$ cat config.mk
export PLATFORM = sky130hd
export DESIGN_NAME = frame_merge_arbiter
export DESIGN_NICKNAME = d
export VERILOG_FILES = /design/src/rtl/frame_merge_arbiter.sv
export SDC_FILE = /design/constraint.sdc
export NUM_CORES = 1
export LEC_CHECK = 0
export BUFFER_PORTS_ARGS = -buffer_cell sky130_fd_sc_hd__buf_2
export CORE_AREA = 2 2 516 518
export CTS_CLUSTER_SIZE = 28
export DETAILED_ROUTE_END_ITERATION = 16
export DIE_AREA = 0 0 518 520
export GPL_TIMING_DRIVEN = 0
export PLACE_DENSITY = 0.33
export SLEW_MARGIN = 20
export SYNTH_ARGS = -nofsm -noshare
export SYNTH_HDL_FRONTEND = slang
export SYNTH_SLANG_ARGS = --single-unit
export TNS_END_PERCENT = 1
$ cat constraint.sdc
create_clock -name CLK -period 4.2 [get_ports CLK]
set_input_delay 0.84 -clock CLK [delete_from_list [all_inputs] [get_ports CLK]]
set_output_delay 0.84 -clock CLK [all_outputs]
set_load 0.01 [all_outputs]
$ cat src/rtl/frame_merge_arbiter.sv
// Frame-atomic round-robin merge of N_CH framed streams into one output stream,
// with stray-word flushing and a frame-length watchdog.
module frame_merge_arbiter #(
    parameter int unsigned N_CH                = 4,
    parameter int unsigned TDATA_WIDTH         = 256,
    parameter int unsigned HEADER_FOOTER_WIDTH = 64,
    parameter int unsigned HEAD_FOOT_ID_WIDTH  = 8,
    parameter logic [HEAD_FOOT_ID_WIDTH-1:0] HEADER_ID = 8'hFF,
    parameter logic [HEAD_FOOT_ID_WIDTH-1:0] FOOTER_ID = 8'h0F,
    parameter int unsigned MAX_FRAME_LENGTH    = 200,
    parameter int unsigned DROP_CNT_WIDTH      = 16
) (
    input  logic                          CLK,
    input  logic                          RESETN,
    input  logic [N_CH-1:0]               S_VALID,
    input  logic [N_CH*TDATA_WIDTH-1:0]   S_TDATA,
    output logic [N_CH-1:0]               S_READY,
    output logic                          M_VALID,
    output logic [TDATA_WIDTH-1:0]        M_TDATA,
    output logic                          M_TLAST,
    output logic [3:0]                    M_TUSER,
    input  logic                          M_READY,
    output logic                          FRAME_TIMEOUT,
    output logic [DROP_CNT_WIDTH-1:0]     DROP_COUNT,
    output logic                          BUSY
);

    localparam int unsigned GW = (N_CH > 1) ? $clog2(N_CH) : 1;
    localparam int unsigned CW = $clog2(MAX_FRAME_LENGTH + 1);

    localparam logic [0:0] ST_IDLE   = 1'b0;
    localparam logic [0:0] ST_STREAM = 1'b1;

    logic [0:0]                state_q, state_d;
    logic [GW-1:0]             grant_q, grant_d;
    logic [GW-1:0]             last_grant_q, last_grant_d;
    logic [CW-1:0]             word_cnt_q, word_cnt_d;
    logic                      m_valid_q, m_valid_d;
    logic [TDATA_WIDTH-1:0]    m_tdata_q, m_tdata_d;
    logic                      m_tlast_q, m_tlast_d;
    logic [3:0]                m_tuser_q, m_tuser_d;
    logic                      timeout_q, timeout_d;
    logic [DROP_CNT_WIDTH-1:0] drop_q, drop_d;

    logic [TDATA_WIDTH-1:0]    ch_word [N_CH];
    logic [N_CH-1:0]           is_hdr;
    logic [N_CH-1:0]           req;
    logic [N_CH-1:0]           flush;
    logic [4:0]                flush_cnt;
    logic [DROP_CNT_WIDTH+4:0] drop_sum;
    logic [TDATA_WIDTH-1:0]    g_word;
    logic                      g_valid;
    logic                      g_is_ftr;
    logic                      load_ok;
    logic                      accept;
    logic                      last_word;
    logic [GW:0]               pick;

    // Returns {found, index} of the first requester after 'last' in round-robin order.
    function automatic logic [GW:0] pick_next(input logic [N_CH-1:0] r,
                                              input logic [GW-1:0]   last);
        logic [GW:0] res;
        int          idx;
        res = '0;
        for (int k = N_CH; k >= 1; k--) begin
            idx = (int'(last) + k) % int'(N_CH);
            if (r[idx]) res = {1'b1, GW'(idx)};
        end
        return res;
    endfunction

    always_comb begin
        for (int i = 0; i < N_CH; i++) begin
            ch_word[i] = S_TDATA[i*TDATA_WIDTH +: TDATA_WIDTH];
            is_hdr[i]  = (ch_word[i][TDATA_WIDTH-1 -: HEAD_FOOT_ID_WIDTH] == HEADER_ID);
        end
    end

    always_comb begin
        req       = S_VALID & is_hdr;
        flush     = (state_q == ST_IDLE) ? (S_VALID & ~is_hdr) : '0;
        flush_cnt = '0;
        for (int i = 0; i < N_CH; i++) begin
            flush_cnt = flush_cnt + 5'(flush[i]);
        end
        drop_sum  = {5'd0, drop_q} + {{DROP_CNT_WIDTH{1'b0}}, flush_cnt};
        pick      = pick_next(req, last_grant_q);
        g_word    = ch_word[grant_q];
        g_valid   = S_VALID[grant_q];
        g_is_ftr  = (g_word[HEAD_FOOT_ID_WIDTH-1:0] == FOOTER_ID) &&
                    (&g_word[TDATA_WIDTH-1:HEADER_FOOTER_WIDTH]);
        load_ok   = !m_valid_q || M_READY;
        accept    = (state_q == ST_STREAM) && g_valid && load_ok;
        last_word = g_is_ftr || (word_cnt_q == CW'(MAX_FRAME_LENGTH - 1));
    end

    // Gated by RESETN so the handshake is quiet for the whole reset assertion.
    always_comb begin
        S_READY = '0;
        if (state_q == ST_IDLE) begin
            S_READY = flush;
        end else begin
            S_READY[grant_q] = load_ok;
        end
        if (!RESETN) S_READY = '0;
    end

    always_comb begin
        state_d      = state_q;
        grant_d      = grant_q;
        last_grant_d = last_grant_q;
        word_cnt_d   = word_cnt_q;
        m_valid_d    = m_valid_q;
        m_tdata_d    = m_tdata_q;
        m_tlast_d    = m_tlast_q;
        m_tuser_d    = m_tuser_q;
        timeout_d    = 1'b0;
        drop_d       = drop_q;

        if (M_READY) begin
            m_valid_d = 1'b0;
            m_tlast_d = 1'b0;
        end

        if (state_q == ST_IDLE) begin
            drop_d = (|drop_sum[DROP_CNT_WIDTH+4:DROP_CNT_WIDTH]) ?
                     {DROP_CNT_WIDTH{1'b1}} : drop_sum[DROP_CNT_WIDTH-1:0];
            if (pick[GW]) begin
                grant_d      = pick[GW-1:0];
                last_grant_d = pick[GW-1:0];
                word_cnt_d   = '0;
                state_d      = ST_STREAM;
            end
        end else if (accept) begin
            m_valid_d  = 1'b1;
            m_tdata_d  = g_word;
            m_tuser_d  = 4'(grant_q);
            m_tlast_d  = last_word;
            timeout_d  = !g_is_ftr && last_word;
            word_cnt_d = word_cnt_q + CW'(1);
            if (last_word) state_d = ST_IDLE;
        end
    end

    always_ff @(posedge CLK or negedge RESETN) begin
        if (!RESETN) begin
            state_q      <= ST_IDLE;
            grant_q      <= '0;
            last_grant_q <= GW'(N_CH - 1);
            word_cnt_q   <= '0;
            m_valid_q    <= 1'b0;
            m_tdata_q    <= '0;
            m_tlast_q    <= 1'b0;
            m_tuser_q    <= '0;
            timeout_q    <= 1'b0;
            drop_q       <= '0;
        end else begin
            state_q      <= state_d;
            grant_q      <= grant_d;
            last_grant_q <= last_grant_d;
            word_cnt_q   <= word_cnt_d;
            m_valid_q    <= m_valid_d;
            m_tdata_q    <= m_tdata_d;
            m_tlast_q    <= m_tlast_d;
            m_tuser_q    <= m_tuser_d;
            timeout_q    <= timeout_d;
            drop_q       <= drop_d;
        end
    end

    assign M_VALID       = m_valid_q;
    assign M_TDATA       = m_tdata_q;
    assign M_TLAST       = m_tlast_q;
    assign M_TUSER       = m_tuser_q;
    assign FRAME_TIMEOUT = timeout_q;
    assign DROP_COUNT    = drop_q;
    assign BUSY          = (state_q == ST_STREAM);

endmodule
* Yosys cells after proc, flatten, opt, wreduce, memory -nomap -nowiden
Cells that the tools add are included.
** Cells by class
- Add/subtract/negate cells :: 9
- $lt $le $gt $ge :: 7
- Equality and inequality tests :: 7
- Muxes and demuxes :: 42
- Bitwise logic cells :: 10
- Reduce and logical (&&, ||, !) cells :: 19
** Operator list (count)
- $bmux 256 s2 :: 1
- $mux 256 :: 2
- $reduce_and 192->1 :: 1
- $eq 8x8->1 const B :: 5
- $mux 8 :: 3
- $mux 1 :: 22
- $add 16x4->17 :: 1
- $lt 3x4->1 const B :: 4
- $mux 16 :: 1
- $and 4x4->4 :: 3
- $mux 3 :: 4
- $mux 4 :: 3
- $bmux 1 s2 :: 5
- $add 8x1->8 const B :: 1
- $eq 8x4->1 const B :: 1
- $reduce_or 2->1 :: 4
- $reduce_and 2->1 :: 3
- $logic_and 1x1->1 :: 5
- $reduce_or 5->1 :: 1
- $add 2x1->2 const B :: 2
- $add 2x2->2 const B :: 2
- $add 3x1->4 :: 1
- $and 1x1->1 const A :: 4
- $not 4->4 :: 1
- other kinds (12) :: 14
** Storage, ports and cells
- Register bits :: 290
- Word-level logic and storage cells :: 104

* Logic depth before layout (Yosys ltp)
- Word-level depth :: 12
- Gate-level depth with buffers :: 11

* Worst setup path before layout
No wires, ideal clock.
- Path type :: input port to flip-flop
- Start :: input S_TDATA[766]
- End :: register drop_q[0], in the netlist DROP_COUNT[0]
- Setup time :: 0.134 ns
- Arrival time :: 3.492 ns
- Data required time :: 4.066 ns
- Slack :: 0.574 ns
- Cell stages on the path :: 11
- Cell sequence :: nand4_1 nor2_1 nor3b_1 fa_1 fa_1 fa_1 and3_1 nand4_1 or3_1 clkbuf_1 nand2_1
** Between the ends
- Longest elaborated chain between the ends :: 9
** Ends and longest elaborated chain
- from (decl) :: line 16 : input logic [N_CH*TDATA_WIDTH-1:0] S_TDATA,
- $eq 8x8->1 (*) :: line 75 : is_hdr[i] = (ch_word[i][TDATA_WIDTH-1 -: HEAD_FOOT_ID_WIDTH] == HEADER_ID);
- $not 4->4 (*) :: line 81 : flush = (state_q == ST_IDLE) ? (S_VALID & ~is_hdr) : '0;
- $and 4x4->4 (*) :: line 81
- $mux 4 (*) :: line 81
- $add 2x1->3 (*) :: line 84 : flush_cnt = flush_cnt + 5'(flush[i]);
- $add 3x1->4 (*) :: line 84
- $add 16x4->17 (*) :: line 86 : drop_sum = {5'd0, drop_q} + {{DROP_CNT_WIDTH{1'b0}}, flush_cnt};
- $reduce_or 5->1 :: line 126 : drop_d = (|drop_sum[DROP_CNT_WIDTH+4:DROP_CNT_WIDTH]) ?
- $mux 16 (*) :: line 126
- to (signal assigned) :: line 167 : drop_q <= drop_d;
- to (decl) :: line 43 : logic [DROP_CNT_WIDTH-1:0] drop_q, drop_d;
Mark *: on every way between the ends. The rest lies on a longest branch, timed or not.
A chain may end at the register's enable or synchronous reset.

* Final worst setup path
- Start :: register grant_q[0]
- End :: register state_q, in the netlist BUSY
** Between the ends
- Longest elaborated chain between the ends :: 10
** Ends and longest elaborated chain
- from (decl) :: line 35 : logic [GW-1:0] grant_q, grant_d;
- from (signal assigned) :: line 159 : grant_q <= grant_d;
- $not 2->3 (implied by the code) :: line 88 : g_word = ch_word[grant_q];
- $bmux 256 s2 :: line 88
- $mux 256 (implied by the code) (2 in a row) :: line 88
- $reduce_and 192->1 or $eq 8x4->1 (tied branches) :: line 91, 90
- $logic_and 1x1->1 :: line 90 : g_is_ftr = (g_word[HEAD_FOOT_ID_WIDTH-1:0] == FOOTER_ID) &&
- $logic_or 1x1->1 :: line 94 : last_word = g_is_ftr || (word_cnt_q == CW'(MAX_FRAME_LENGTH - 1));
- $mux 1 :: line 141 : if (last_word) state_d = ST_IDLE;
- $mux 1 (*) :: line 134 : end else if (accept) begin
- $mux 1 (*) :: line 125 : if (state_q == ST_IDLE) begin
- via state_d :: line 34 : logic [0:0] state_q, state_d;
- to (signal assigned) :: line 158 : state_q <= state_d;
- to (decl) :: line 34
Mark *: on every way through the listed nets, which the timed path passes. The rest lies on a longest branch. The select of a mux whose other input is x is not followed.

==> impl_metrics.ini <==
[timing]
rsz0062_at_grt = true
relSlewSlack_pct = 25.6
fin_crit_sh_pct = 107
fin_ws_ns = -0.292
fin_hold_ws_ns = 0.120
worst_slew_pin_slew_ns = 1.11
setup_violations = 3
finClkSkew_ns = 0.0251
slew_violations = 0
setup-tns-final_ns = -0.828
fmax_mhz = 223
finalHoldViolCount = 0
fin_crit_ns = 4.49

[worst_setup_path]
rr_startpoint = grant_q[0]
required_ns = 4.75
crit_family = simple AND/OR/NAND/NOR gates
endpoint = BUSY
critical-path-max-stage-delay_ns = 0.87
reg2reg_slack_ns = -0.29
path_buf_inv = 4
cp-start-kind = flop
crit_path_frequent_cell = buf_12
cp.arrival_ns = 5.04
worstReg2RegEnd = BUSY
cp_num_cells = 10
crit_fanout = 10
reg2reg_depth = 10
setup.worst_path.end_class = flop
cp_slowest_cell = nand4_1
cp_cell_sequence = buf_12, buf_12, buf_12, mux4_2, nand4_1, nor4_4, nand4_1, nor4_4, buf_8, o221ai_2
cp-startpoint = grant_q[0]
critPathKind = reg2reg

[yosys]
synth_compound_area_share_pct = 1.09
synth_warnings = 0
synthAdderAreaFrac_pct = 0.473
synth_top_area_cell = dfrtp_1
synth_top_family_by_area = multiplexers
syn_avg_cell_area_sq_um = 10.8
synth-simple-area-share_pct = 21.4
synthTopCellsByArea = dfrtp_1 40%, mux4_2 32%, nand2_1 17%
ys.flop_type = dfrtp_1
async_flop_share_pct = 100
synthMuxAreaShare_pct = 32.4
synth-seq-cells = 290
yosysUniqueCellTypes = 49
synth_enable_flop_cells = 0
synthCells = 1666
syn-cell-area_sq_mm = 0.0180
synth_xor_area_share_pct = 0.633
synth_top_area_share_pct = 40.1
ys_seq_area_share_pct = 40.4

[pwr]
p_leak_nw = 14.6
pwr-share-comb_pct = 26.6
powerDensity_mw_per_mm2 = 335
switchingPower_mw = 3.97
pwr-share-seq_pct = 31.8
p_total_mw = 10.7
clkPwrFrac_pct = 41.6
p_sw_share_pct = 37.0
ir_drop_v = 0.000319
p_int_mw = 6.75

[place]
post-place-cells = 6538
portBuffers = 1312
routabilityCongestion = 0.929
dpl_cell_area_sq_mm = 0.0297
place_hpwl_mm = 261
post-place-ws_ns = -1.83

[final_layout]
drive_gt1_share_pct = 57.6
area_growth_pct = 77.9
mostFrequentLayoutCell = buf_2
nets = 4106
stdcell_area_sq_mm = 0.0320
utilization_pct = 12.1
instances_no_fill = 6772
layout_common_cells = 1327 x buf_2, 807 x nand2_1, 287 x dfrtp_1, 256 x mux4_2, 60 x nand4_1

[clock_network]
path_clk_slew_ns = 0.06
holdBufCountCts = 0
numCtsBuffers = 50
cts_tree = built
htreeDepth = 2
clk_path_buf_depth = 3
clk_latency_ns = 0.70
clock_sinks = 290
root_buffer = clkbuf_16

[global_routing]
grt.total_usage_pct = 21.0
overflow = 0
antenna_found_initial = 521
grt_max_degree = 71
grt_pass1_vias = 22400
grt_pass1_wl_mm = 342

[flow_run]
drv_cap = 0

[floorplan]
std_cell_rows = 189
dieHeight_um = 520
die_area_sq_mm = 0.269
start_util_pct = 6.81
io-pin-count = 1315
core_area_sq_mm = 0.264
die_x_um = 518

[routing]
drtIter0Drc = 2150
final_antenna_net_count = 0
drt-total-wl_mm = 293
dr.pass1.iters = 5
vias = 24100
wl_per_cell_um = 43.3
routed_via_density = 3.55
post-route-drc-count = 0

[run_status]
violations = setup timing
status = finished, violations left

[hold_path]
hold_class = in2async
## cells in the mapped netlist (2+ instances only)
| master | count |
|---|---|
| nor4_2 | 2 |
| nor3_1 | 4 |
| o21a_1 | 3 |
| dfrtp_1 | 288 |
| or3_1 | 6 |
| xnor2_1 | 4 |
| a21o_1 | 3 |
| fa_1 | 3 |
| inv_1 | 5 |
| buf_2 | 22 |
| o21ai_0 | 6 |
| nand2_1 | 807 |
| nand4_1 | 60 |
| buf_6 | 10 |
| nand4b_1 | 3 |
| nor2_1 | 17 |
| nor4_1 | 12 |
| a31oi_1 | 2 |
| ha_1 | 2 |
| a21oi_1 | 8 |
| buf_4 | 14 |
| xor2_1 | 9 |
| buf_8 | 2 |
| buf_1 | 7 |
| nor2b_1 | 4 |
| mux4_2 | 256 |
| and3_1 | 5 |
| dfstp_2 | 2 |
| nand3_1 | 11 |
| nor3b_1 | 3 |
| clkbuf_1 | 67 |
| mux2i_1 | 2 |
## worst register-to-register path: cells and delay by family (launching register included)
kind                   cells  cell delay [ns]
and+or+nand+nor            4             2.68
buffers and inverters      4             0.69
muxes                      1             0.46
DFF                        1             0.41
AOI/OAI and AO/OA          1             0.12
## layout make-up
cell class,instances,area (sq um)
Antenna cell,132,330
Buffer,120,820
Clock buffer,70,1460
Clock inverter,19,191
Fill cell,30700,232000
Inverter,5,18.8
Multi-Input combinational cell,1250,10100
Sequential cell,290,7260
Tap cell,3533,4420
Timing Repair Buffer,1353,7350
## cells by family (layout without fill, tap and decap cells)
family,after synthesis,count (layout)
fa+ha+maj,5,5
compound gates,30,30
xor+xnor,13,13
mux,260,260
flops,290,290
buf+inv,127,1567
other cells,1,134
simple gates,940,940
## worst min-delay path by stage
stage               startpoint              end  slack (ns)  depth (start not counted)
4_1_cts                 RESETN      M_TDATA[12]        0.08                          1
3_3_place_gp      M_TDATA[211]     M_TDATA[211]        0.46                          2
3_5_place_dp      M_TDATA[192]     M_TDATA[192]        0.46                          2
6_report                RESETN      M_TDATA[12]        0.12                          1
2_1_floorplan  last_grant_q[0]  last_grant_q[0]        0.49                          2
5_1_grt                 RESETN      M_TDATA[12]        0.12                          1
## timing repair
| action | CTS | global route |
|---|---|---|
| cloned | 0 | 2 |
| pin swaps | 7 | 6 |
| setup endpoints to repair | 20 | 13 |
| setup buffers | 1 | 12 |
| gates resized for setup | 30 | 16 |
## flip-flops by register name (all words and copies together), names as in the netlist
name,flops
M_VALID,1
M_TUSER,2
FRAME_TIMEOUT,1
BUSY,1
word_cnt_q,8
DROP_COUNT,16
last_grant_q,2
M_TLAST,1
grant_q,2
M_TDATA,256
## layer usage
layer	vias up	track usage [%]	share of wire (%)
met3	850	12.1	14
met2	2227	33.4	44
met5	-	0	0.64
li1	8984	-	-
met1	11700	23.8	37
met4	288	5.66	3.7
## power by group through the flow
stage,clock network (mW),registers (mW),logic [mW]
6_report,4.46,3.41,2.85
5_1_grt,4.69,3.45,3.00
4_1_cts,4.63,3.41,2.91
3_5_place_dp,0,3.45,2.90
3_3_place_gp,0,3.45,2.82
2_1_floorplan,0,3.60,0.688
Note: power is estimated with default switching activity, not from simulation.
